**config.mk**
```make
export PLATFORM = sky130hd
export DESIGN_NAME = adder_resp
export DESIGN_NICKNAME = d
export VERILOG_FILES = /design/src/rtl/adder_resp.sv
export SDC_FILE = /design/constraint.sdc
export NUM_CORES = 1
export LEC_CHECK = 0
export ABC_CLOCK_PERIOD_IN_PS = 2150
export CAP_MARGIN = 20
export CORE_MARGIN = 5
export CORE_UTILIZATION = 25
export DETAILED_ROUTE_END_ITERATION = 6
export DONT_BUFFER_PORTS = 1
export PLACE_DENSITY = 0.4
export SETUP_SLACK_MARGIN = 0.3
export SYNTH_ARGS = -nofsm -noshare
export SYNTH_HDL_FRONTEND = slang
export SYNTH_SLANG_ARGS = --single-unit
```
**constraint.sdc**
```tcl
create_clock -name clk_i -period 2.15 [get_ports clk_i]
set_input_delay 0.43 -clock clk_i [delete_from_list [all_inputs] [get_ports clk_i]]
set_output_delay 0.43 -clock clk_i [all_outputs]
set_load 0.005 [all_outputs]
```
**src/rtl/adder_resp.sv**
```systemverilog
// adder_resp: clocked adder responder with a small result FIFO.
//
// Accepts operand pairs over a valid/ready handshake. Each accepted pair is
// summed with carry-out, tagged with an 8-bit sequence number and queued.
// Results leave in acceptance order over a second valid/ready handshake.
//
// Parameters
//   WIDTH  operand width in bits
//   DEPTH  result FIFO entries (power of two, 2..16)
//
// Ports
//   clk_i        in   clock, rising edge
//   rst_ni       in   asynchronous active-low reset
//   in_valid_i   in   operand pair present
//   in_ready_o   out  block can accept an operand pair this cycle
//   a_i, b_i     in   operands (WIDTH bits)
//   out_valid_o  out  head result valid
//   out_ready_i  in   consumer takes the head result this cycle
//   s_o          out  sum modulo 2^WIDTH
//   c_o          out  carry-out
//   seq_o        out  sequence tag of the head result
//   count_o      out  FIFO occupancy
module adder_resp #(
  parameter int WIDTH = 4,
  parameter int DEPTH = 4
) (
  input  logic                       clk_i,
  input  logic                       rst_ni,
  input  logic                       in_valid_i,
  output logic                       in_ready_o,
  input  logic [WIDTH-1:0]           a_i,
  input  logic [WIDTH-1:0]           b_i,
  output logic                       out_valid_o,
  input  logic                       out_ready_i,
  output logic [WIDTH-1:0]           s_o,
  output logic                       c_o,
  output logic [7:0]                 seq_o,
  output logic [$clog2(DEPTH):0]     count_o
);

  localparam int PW = $clog2(DEPTH);
  localparam int CW = PW + 1;
  localparam logic [CW-1:0] L_FULL = CW'(DEPTH);

  // Sum with carry in the MSB: {c, s}.
  function automatic logic [WIDTH:0] f_add(input logic [WIDTH-1:0] a,
                                            input logic [WIDTH-1:0] b);
    return {1'b0, a} + {1'b0, b};
  endfunction

  // Result storage is not reset; the outputs are masked while empty instead.
  logic [WIDTH:0]  r_sum_mem [DEPTH];
  logic [7:0]      r_seq_mem [DEPTH];

  logic [PW-1:0]   r_wptr;
  logic [PW-1:0]   r_rptr;
  logic [CW-1:0]   r_count;
  logic [7:0]      r_seq;

  logic            w_in_ready;
  logic            w_out_valid;
  logic            w_push;
  logic            w_pop;
  logic [WIDTH:0]  w_sum;
  logic [WIDTH:0]  w_head_sum;
  logic [7:0]      w_head_seq;

  // Handshake readiness depends on registered occupancy only, so there is
  // no combinational path from out_ready_i to in_ready_o.
  assign w_in_ready  = (r_count < L_FULL);
  assign w_out_valid = (r_count != '0);
  assign w_push      = in_valid_i  && w_in_ready;
  assign w_pop       = out_ready_i && w_out_valid;
  assign w_sum       = f_add(a_i, b_i);

  // Storage write stage
  always_ff @(posedge clk_i) begin
    if (w_push) begin
      r_sum_mem[r_wptr] <= w_sum;
      r_seq_mem[r_wptr] <= r_seq;
    end
  end

  // Control stage: pointers, occupancy, sequence counter
  always_ff @(posedge clk_i or negedge rst_ni) begin
    if (!rst_ni) begin
      r_wptr  <= '0;
      r_rptr  <= '0;
      r_count <= '0;
      r_seq   <= '0;
    end else begin
      if (w_push) begin
        r_wptr <= r_wptr + 1'b1;
        r_seq  <= r_seq + 8'd1;
      end
      if (w_pop) begin
        r_rptr <= r_rptr + 1'b1;
      end
      case ({w_push, w_pop})
        2'b10:   r_count <= r_count + 1'b1;
        2'b01:   r_count <= r_count - 1'b1;
        default: r_count <= r_count;
      endcase
    end
  end

  // Head entry read; forced to zero while empty so reset shows clean outputs.
  assign w_head_sum = w_out_valid ? r_sum_mem[r_rptr] : '0;
  assign w_head_seq = w_out_valid ? r_seq_mem[r_rptr] : '0;

  assign in_ready_o  = w_in_ready;
  assign out_valid_o = w_out_valid;
  assign s_o         = w_head_sum[WIDTH-1:0];
  assign c_o         = w_head_sum[WIDTH];
  assign seq_o       = w_head_seq;
  assign count_o     = r_count;

endmodule

```
==> results.json, run 1 <==
{
  "status": "complete, no violations",
  "grt_pass1_vias": 1555,
  "vias": 1393,
  "h-tree-depth": 3,
  "cts.sinks": 67,
  "finalNetCount": 207,
  "drc_errors": 0,
  "slew_headroom": 0.5157,
  "worstPathArrival_ns": 1.65,
  "hp-class": "in -> reg",
  "clockRootBuffer": "clkbuf_16",
  "antenna_cells": 0,
  "cp.required_ns": 1.72,
  "critPathMaxFanout": 6,
  "initial_core_util": 0.2538,
  "leakagePower_nw": 1.288,
  "instances_no_fill": 331,
  "dp_slack_ns": 0.2361,
  "numCtsBuffers": 9,
  "grt_pass1_wl_mm": 8.749,
  "fin_worst_skew_ns": 0.006595,
  "fp.dieH_um": 117.2,
  "port_buffers": 0,
  "setup_slack_ns": 0.07464,
  "grt_use_total": 0.08897,
  "cp-start-kind": "register",
  "hpwl_mm": 3.612,
  "path_cells": "buf_12, buf_16, mux4_2, and2_4",
  "peakVddDrop_mv": 0.5964,
  "max_stage_delay_ns": 0.49,
  "io-pin-count": 30,
  "cp_slowest_cell": "mux4_2",
  "tns_ns": 0,
  "fillCellCount": 1112,
  "multi_input_area_um2": 887.1,
  "fp.dieW_um": 117.2,
  "drt-total-wl_mm": 5.490,
  "synth.distinct_cells": 28,
  "crit_path_end_kind": "output pin",
  "cts_tree": "built",
  "die-area_um2": 13730,
  "synth_nets": 186,
  "rows": 39,
  "r2r_start": "count_o[1]$_DFFE_PN0P_",
  "fp.coreArea_um2": 11320,
  "worstSetupPathType": "reg -> out",
  "drive_gt1_frac": 0.3351,
  "worstMarginPinSlew_ns": 0.7241,
  "first_iter_violations": 53,
  "viasPerCell": 4.208,
  "p_sw_mw": 1.433,
  "syn-cell-area_um2": 2873,
  "antenna_left": 0,
  "grt_start_max_net_pins": 16,
  "syn_to_final_growth_pct": 22.39,
  "p_int_mw": 3.600,
  "wl_per_cell_um": 16.59,
  "seqPwrFrac": 0.395,
  "worstSkewPairLatency_ns": 0.32,
  "syn_area_per_cell_um2": 17.73,
  "switching_share": 0.2847,
  "max-cap-violations": 0,
  "grt_setup_unrepaired": "yes",
  "crit_start": "r_rptr[0]$_DFFE_PN0P_",
  "drv_slew": 0,
  "syn_inst": 162,
  "yosysSeqAreaShare": 0.6742,
  "dr.pass1.iters": 3,
  "path_buf_inv": 2,
  "power_mw": 5.033,
  "final.period_utilization": 0.9653,
  "path_clk_slew_ns": 0.05,
  "p_per_area_nw_per_um2": 1432,
  "cpLargestDelayFamily": "multiplexers",
  "clock_path_buffers": 2,
  "hold_viol_final": 0,
  "max_freq_mhz": 481.8,
  "p_clk_frac": 0.280,
  "overflow": 0,
  "grt_antenna_before_repair": 0,
  "finalCriticalPeriod_ns": 2.075,
  "ys_ff_latch": 67,
  "dp_cells": 309,
  "place_congestion": 0.7696,
  "yosysWarnings": 0,
  "hp-start": "out_ready_i",
  "regArea_um2": 1939,
  "setup_violations": 0,
  "combPwrFrac": 0.325
}
per-stage QoR:
step / hold slack, ns / util / instance area, µm²
2_1_floorplan: 0.1344 / - / 2878
3_3_place_gp: 0.1351 / 0.2743 / 3105
3_5_place_dp: 0.1350 / 0.2743 / 3105
4_1_cts: 0.2975 / 0.3089 / 3497
5_1_grt: 0.3315 / 0.3106 / 3516
6_report: 0.3102 / 0.3106 / 3516
flip-flops by register name, summed over array words and instances, names as in the netlist:
register and count:
count_o 3, r_seq 8, r_sum_mem 20, r_seq_mem 32
r_wptr 2, r_rptr 2
kinds of logic (layout without fill, tap and decap cells):
family                   Yosys count  in the layout  synth area share
buffers and inverters             16             42           0.02962
flip-flops                        67             67            0.6742
AO/OA/AOI/OAI                      4              4          0.007839
AND/OR/NAND/NOR                   33             33           0.06925
adder cells (fa/ha/maj)           12             12           0.05749
XOR/XNOR                          15             15           0.04573
multiplexers                      15             15            0.1159
worst reg2reg max path, stage by stage, from the launching register on:
cell     delay (ns)
dfrtp_1        0.41
or3_4          0.38
and2_4         0.18
ha_4           0.16
inv_2          0.05
fa_2           0.18
xor2_1         0.15
nor2_1         0.07
xnor2_1        0.13
placed cells by master (no fill, tap or decap), types with 2 or more instances in the layout:
cell type	Yosys	layout
and2_1	18	4
and2_4	0	14
buf_12	1	3
buf_4	0	10
clkbuf_16	0	9
clkinv_4	0	2
clkinvlp_4	0	2
dfrtp_1	15	13
dfrtp_2	0	2
edfxtp_1	52	52
ha_1	10	9
inv_1	11	10
mux4_2	8	13
nand2_1	3	3
nand4_1	4	4
nor2b_1	2	2
o21ai_0	2	2
xnor2_1	12	12
xor2_1	3	3
timing repair:
action                                  in CTS  in global routing
cloned                                       1                  0
gates resized for setup                     24                  2
hold buffers                                 1                  0
endpoints found under the hold margin       15                  0
endpoints found under the setup margin      15                 15
setup buffers                                2                  2
pin swaps                                    4                  7
Yosys cell counts, drive strengths merged:
library cell,count,area [µm²]
a21o,1,7.510
a21oi,1,5.000
and2,18,112.6
and3,1,6.260
and4b,1,10.01
buf,3,36.28
clkbuf,2,7.510
dfrtp,15,375.4
edfxtp,52,1562
fa,2,40.04
ha,10,125.1
inv,11,41.29
mux2,1,11.26
mux2i,1,10.01
mux4,13,311.5
nand2,3,11.26
nand2b,1,6.260
nand3,1,5.000
nand4,4,25.02
nor2,1,3.750
nor2b,2,12.51
o21ai,2,10.01
or3,1,6.260
xnor2,12,105.1
xor2,3,26.28
final timing paths:
kind	end	slack [ns]	depth (start not counted)
min in group asynchronous	r_seq[2]$_DFFE_PN0P_	0.61	1
max	seq_o[0]	0.07	4
max in group asynchronous	count_o[0]$_DFFE_PN0P_	1.03	1
min	r_rptr[1]$_DFFE_PN0P_	0.31	2
max reg2reg	count_o[2]$_DFFE_PN0P_	0.34	8
min reg2reg	count_o[0]$_DFFE_PN0P_	0.53	1
per-layer routing:
| metal | vias to the layer above | global-route usage | part of all wire |
|---|---|---|---|
| li1 | 640 | - | - |
| met1 | 723 | 0.1036 | 0.42 |
| met2 | 22 | 0.1467 | 0.52 |
| met3 | 8 | 0.03599 | 0.048 |
| met4 | 0 | 0.03517 | 0.013 |
| met5 | - | 0 | 0 |
area by class of cell:
cell class | instances | share of cell area
multi-input cells | 79 | 0.2523
clock inverters | 6 | 0.01922
flip-flops and latches | 67 | 0.5516
repair buffers | 15 | 0.04911
inverters | 11 | 0.01174
well taps | 143 | 0.05089
clock buffers | 10 | 0.06512
power by group through the flow:
stage | combinational [mW] | clock, mW | sequential, mW
2_1_floorplan | 0.985 | 0 | 1.93
6_report | 1.63 | 1.41 | 1.99
5_1_grt | 1.81 | 1.51 | 2.03
3_5_place_dp | 1.35 | 0 | 2.01
4_1_cts | 1.68 | 1.45 | 1.99
3_3_place_gp | 1.30 | 0 | 1.98
No activity file was read; power rests on OpenSTA's default activity.
==> run 2: changes to the inputs <==
--- a/config.mk
+++ b/config.mk
@@ -6,12 +6,12 @@
 export NUM_CORES = 1
 export LEC_CHECK = 0
 export ABC_CLOCK_PERIOD_IN_PS = 2150
-export CAP_MARGIN = 20
-export CORE_MARGIN = 5
+export CELL_PAD_IN_SITES_DETAIL_PLACEMENT = 0
+export CELL_PAD_IN_SITES_GLOBAL_PLACEMENT = 1
 export CORE_UTILIZATION = 25
 export DETAILED_ROUTE_END_ITERATION = 6
 export DONT_BUFFER_PORTS = 1
-export PLACE_DENSITY = 0.4
+export PLACE_DENSITY = 0.45
 export SETUP_SLACK_MARGIN = 0.3
 export SYNTH_ARGS = -nofsm -noshare
 export SYNTH_HDL_FRONTEND = slang
==> run 2 against run 1 <==
  * Count of clock-buffer cells in the layout stayed put
  * Hold slack worse by 0.041 ns
  * Die area is 13% lower
  * Flip-flop and latch count stayed put
  * Global-route usage is 1.1 points higher
  * Total power is 5.8% lower
  * Critical path type unchanged
  * Critical endpoint is now seq_o[7]
  * Largest cell class unchanged
==> results.json, run 2 (synthesized netlist as in run 1, its figures left out) <==
{
  "status": "complete, no violations",
  "setup_slack_ns": 0.1384,
  "worstSetupPathType": "reg -> out",
  "antenna_cells": 0,
  "io-pin-count": 30,
  "layout_commonest_cell": "edfxtp_1",
  "leakagePower_nw": 1.249,
  "hp-class": "in -> reg",
  "path_clk_slew_ns": 0.05,
  "fillCellCount": 1095,
  "worstSkewPairLatency_ns": 0.32,
  "largest_register_ffs": 32,
  "cts.sinks": 67,
  "regMostFlops": "r_seq_mem",
  "grt_pass1_vias": 1599,
  "dp_slack_ns": 0.2218,
  "h-tree-depth": 3,
  "grt_pass1_wl_mm": 8.286,
  "path_buf_inv": 1,
  "antenna_left": 0,
  "max_stage_delay_ns": 0.52,
  "initial_core_util": 0.2604,
  "cp-start-kind": "register",
  "grt_start_max_net_pins": 16,
  "die-area_um2": 11920,
  "rows": 38,
  "dr.pass1.iters": 4,
  "slew_headroom": 0.5273,
  "cpLargestDelayFamily": "multiplexers",
  "final.period_utilization": 0.9356,
  "peakVddDrop_mv": 0.6307,
  "crit_path_end_kind": "output pin",
  "max_freq_mhz": 497.1,
  "drt-total-wl_mm": 5.299,
  "viasPerCell": 4.291,
  "clock_path_buffers": 2,
  "clockRootBuffer": "clkbuf_16",
  "final_util": 0.3103,
  "vias": 1399,
  "fin_worst_skew_ns": 0.004857,
  "drc_errors": 0,
  "place_congestion": 0.6820,
  "worstMarginPinSlew_ns": 0.7067,
  "cts_tree": "built",
  "top_regs": "r_seq_mem x32, r_sum_mem x20, r_seq x8",
  "r2r_slack_ns": 0.32,
  "drive_gt1_frac": 0.3118,
  "critPathMaxFanout": 7,
  "max-cap-violations": 0,
  "port_buffers": 0,
  "grt_setup_unrepaired": "yes",
  "tns_ns": 0,
  "fp.dieH_um": 109.2,
  "finalNetCount": 205,
  "fp.dieW_um": 109.2,
  "post_dp_cell_area_um2": 3097,
  "hpwl_mm": 3.540,
  "hold_viol_final": 0,
  "first_iter_violations": 54,
  "drv_slew": 0,
  "path_cells": "buf_6, mux4_2, and2_4",
  "p_per_area_nw_per_um2": 1386,
  "numCtsBuffers": 9,
  "layout_common_cells": "edfxtp_1, and2_4, dfrtp_1",
  "grt_use_total": 0.09956,
  "syn_to_final_growth_pct": 19.16,
  "cp_slowest_cell": "mux4_2",
  "fp.coreArea_um2": 11030,
  "setup_violations": 0,
  "cp.required_ns": 1.72,
  "design_area_um2": 3423,
  "wl_per_cell_um": 16.25,
  "finalCriticalPeriod_ns": 2.012,
  "overflow": 0,
  "worstPathArrival_ns": 1.58,
  "grt_antenna_before_repair": 0
}
[run 2: per-layer routing]
layer | up-vias | GRT usage | part of all wire
li1 | 636 | - | -
met1 | 737 | 0.1088 | 0.43
met2 | 24 | 0.1783 | 0.54
met3 | 2 | 0.02929 | 0.031
met4 | 0 | 0.04286 | 0.0051
met5 | - | 0 | 0
[run 2: where the power goes]
group	switching (mW)	total [mW]	internal (mW)
clock network	0.487	1.25	0.766
logic	0.654	1.50	0.844
registers	0.231	1.99	1.76
[run 2: timing repair]
item	4_1_cts	5_1_grt
pin swaps	1	5
setup endpoints to repair	15	15
endpoints found under the hold margin	15	0
buffers inserted	1	1
gates resized for setup	24	2
hold buffers	1	0
[run 2: worst paths after layout]
| check | depth (start not counted) | end | startpoint |
|---|---|---|---|
| worst max-delay path | 3 | seq_o[7] | r_rptr[0]$_DFFE_PN0P_ |
| worst min-delay path | 2 | r_rptr[1]$_DFFE_PN0P_ | out_ready_i |
| worst max register to register | 6 | count_o[1]$_DFFE_PN0P_ | count_o[1]$_DFFE_PN0P_ |
| min in group asynchronous | 1 | count_o[1]$_DFFE_PN0P_ | rst_ni |
| worst min register to register | 1 | count_o[0]$_DFFE_PN0P_ | count_o[0]$_DFFE_PN0P_ |
| max in group asynchronous | 1 | count_o[0]$_DFFE_PN0P_ | rst_ni |
[run 2: through the flow]
step | std cells | hold slack, ns | power, mW
2_1_floorplan | 162 | 0.1344 | 2.912
3_3_place_gp | 307 | 0.1349 | 3.241
3_5_place_dp | 307 | 0.1350 | 3.323
4_1_cts | 325 | 0.2547 | 4.836
5_1_grt | 326 | 0.2897 | 5.029
6_report | 326 | 0.2693 | 4.744
[run 2: area by class of cell]
cell class / instances / area [µm²] / share of cell area
multi-input combinational: 79 / 887.1 / 0.2591
timing repair buffer: 13 / 120.1 / 0.03509
sequential: 67 / 1938 / 0.5662
tap: 140 / 175.2 / 0.05117
clock buffer: 10 / 229.0 / 0.06689
inverter: 11 / 41.29 / 0.01206
clock inverter: 6 / 32.53 / 0.009503
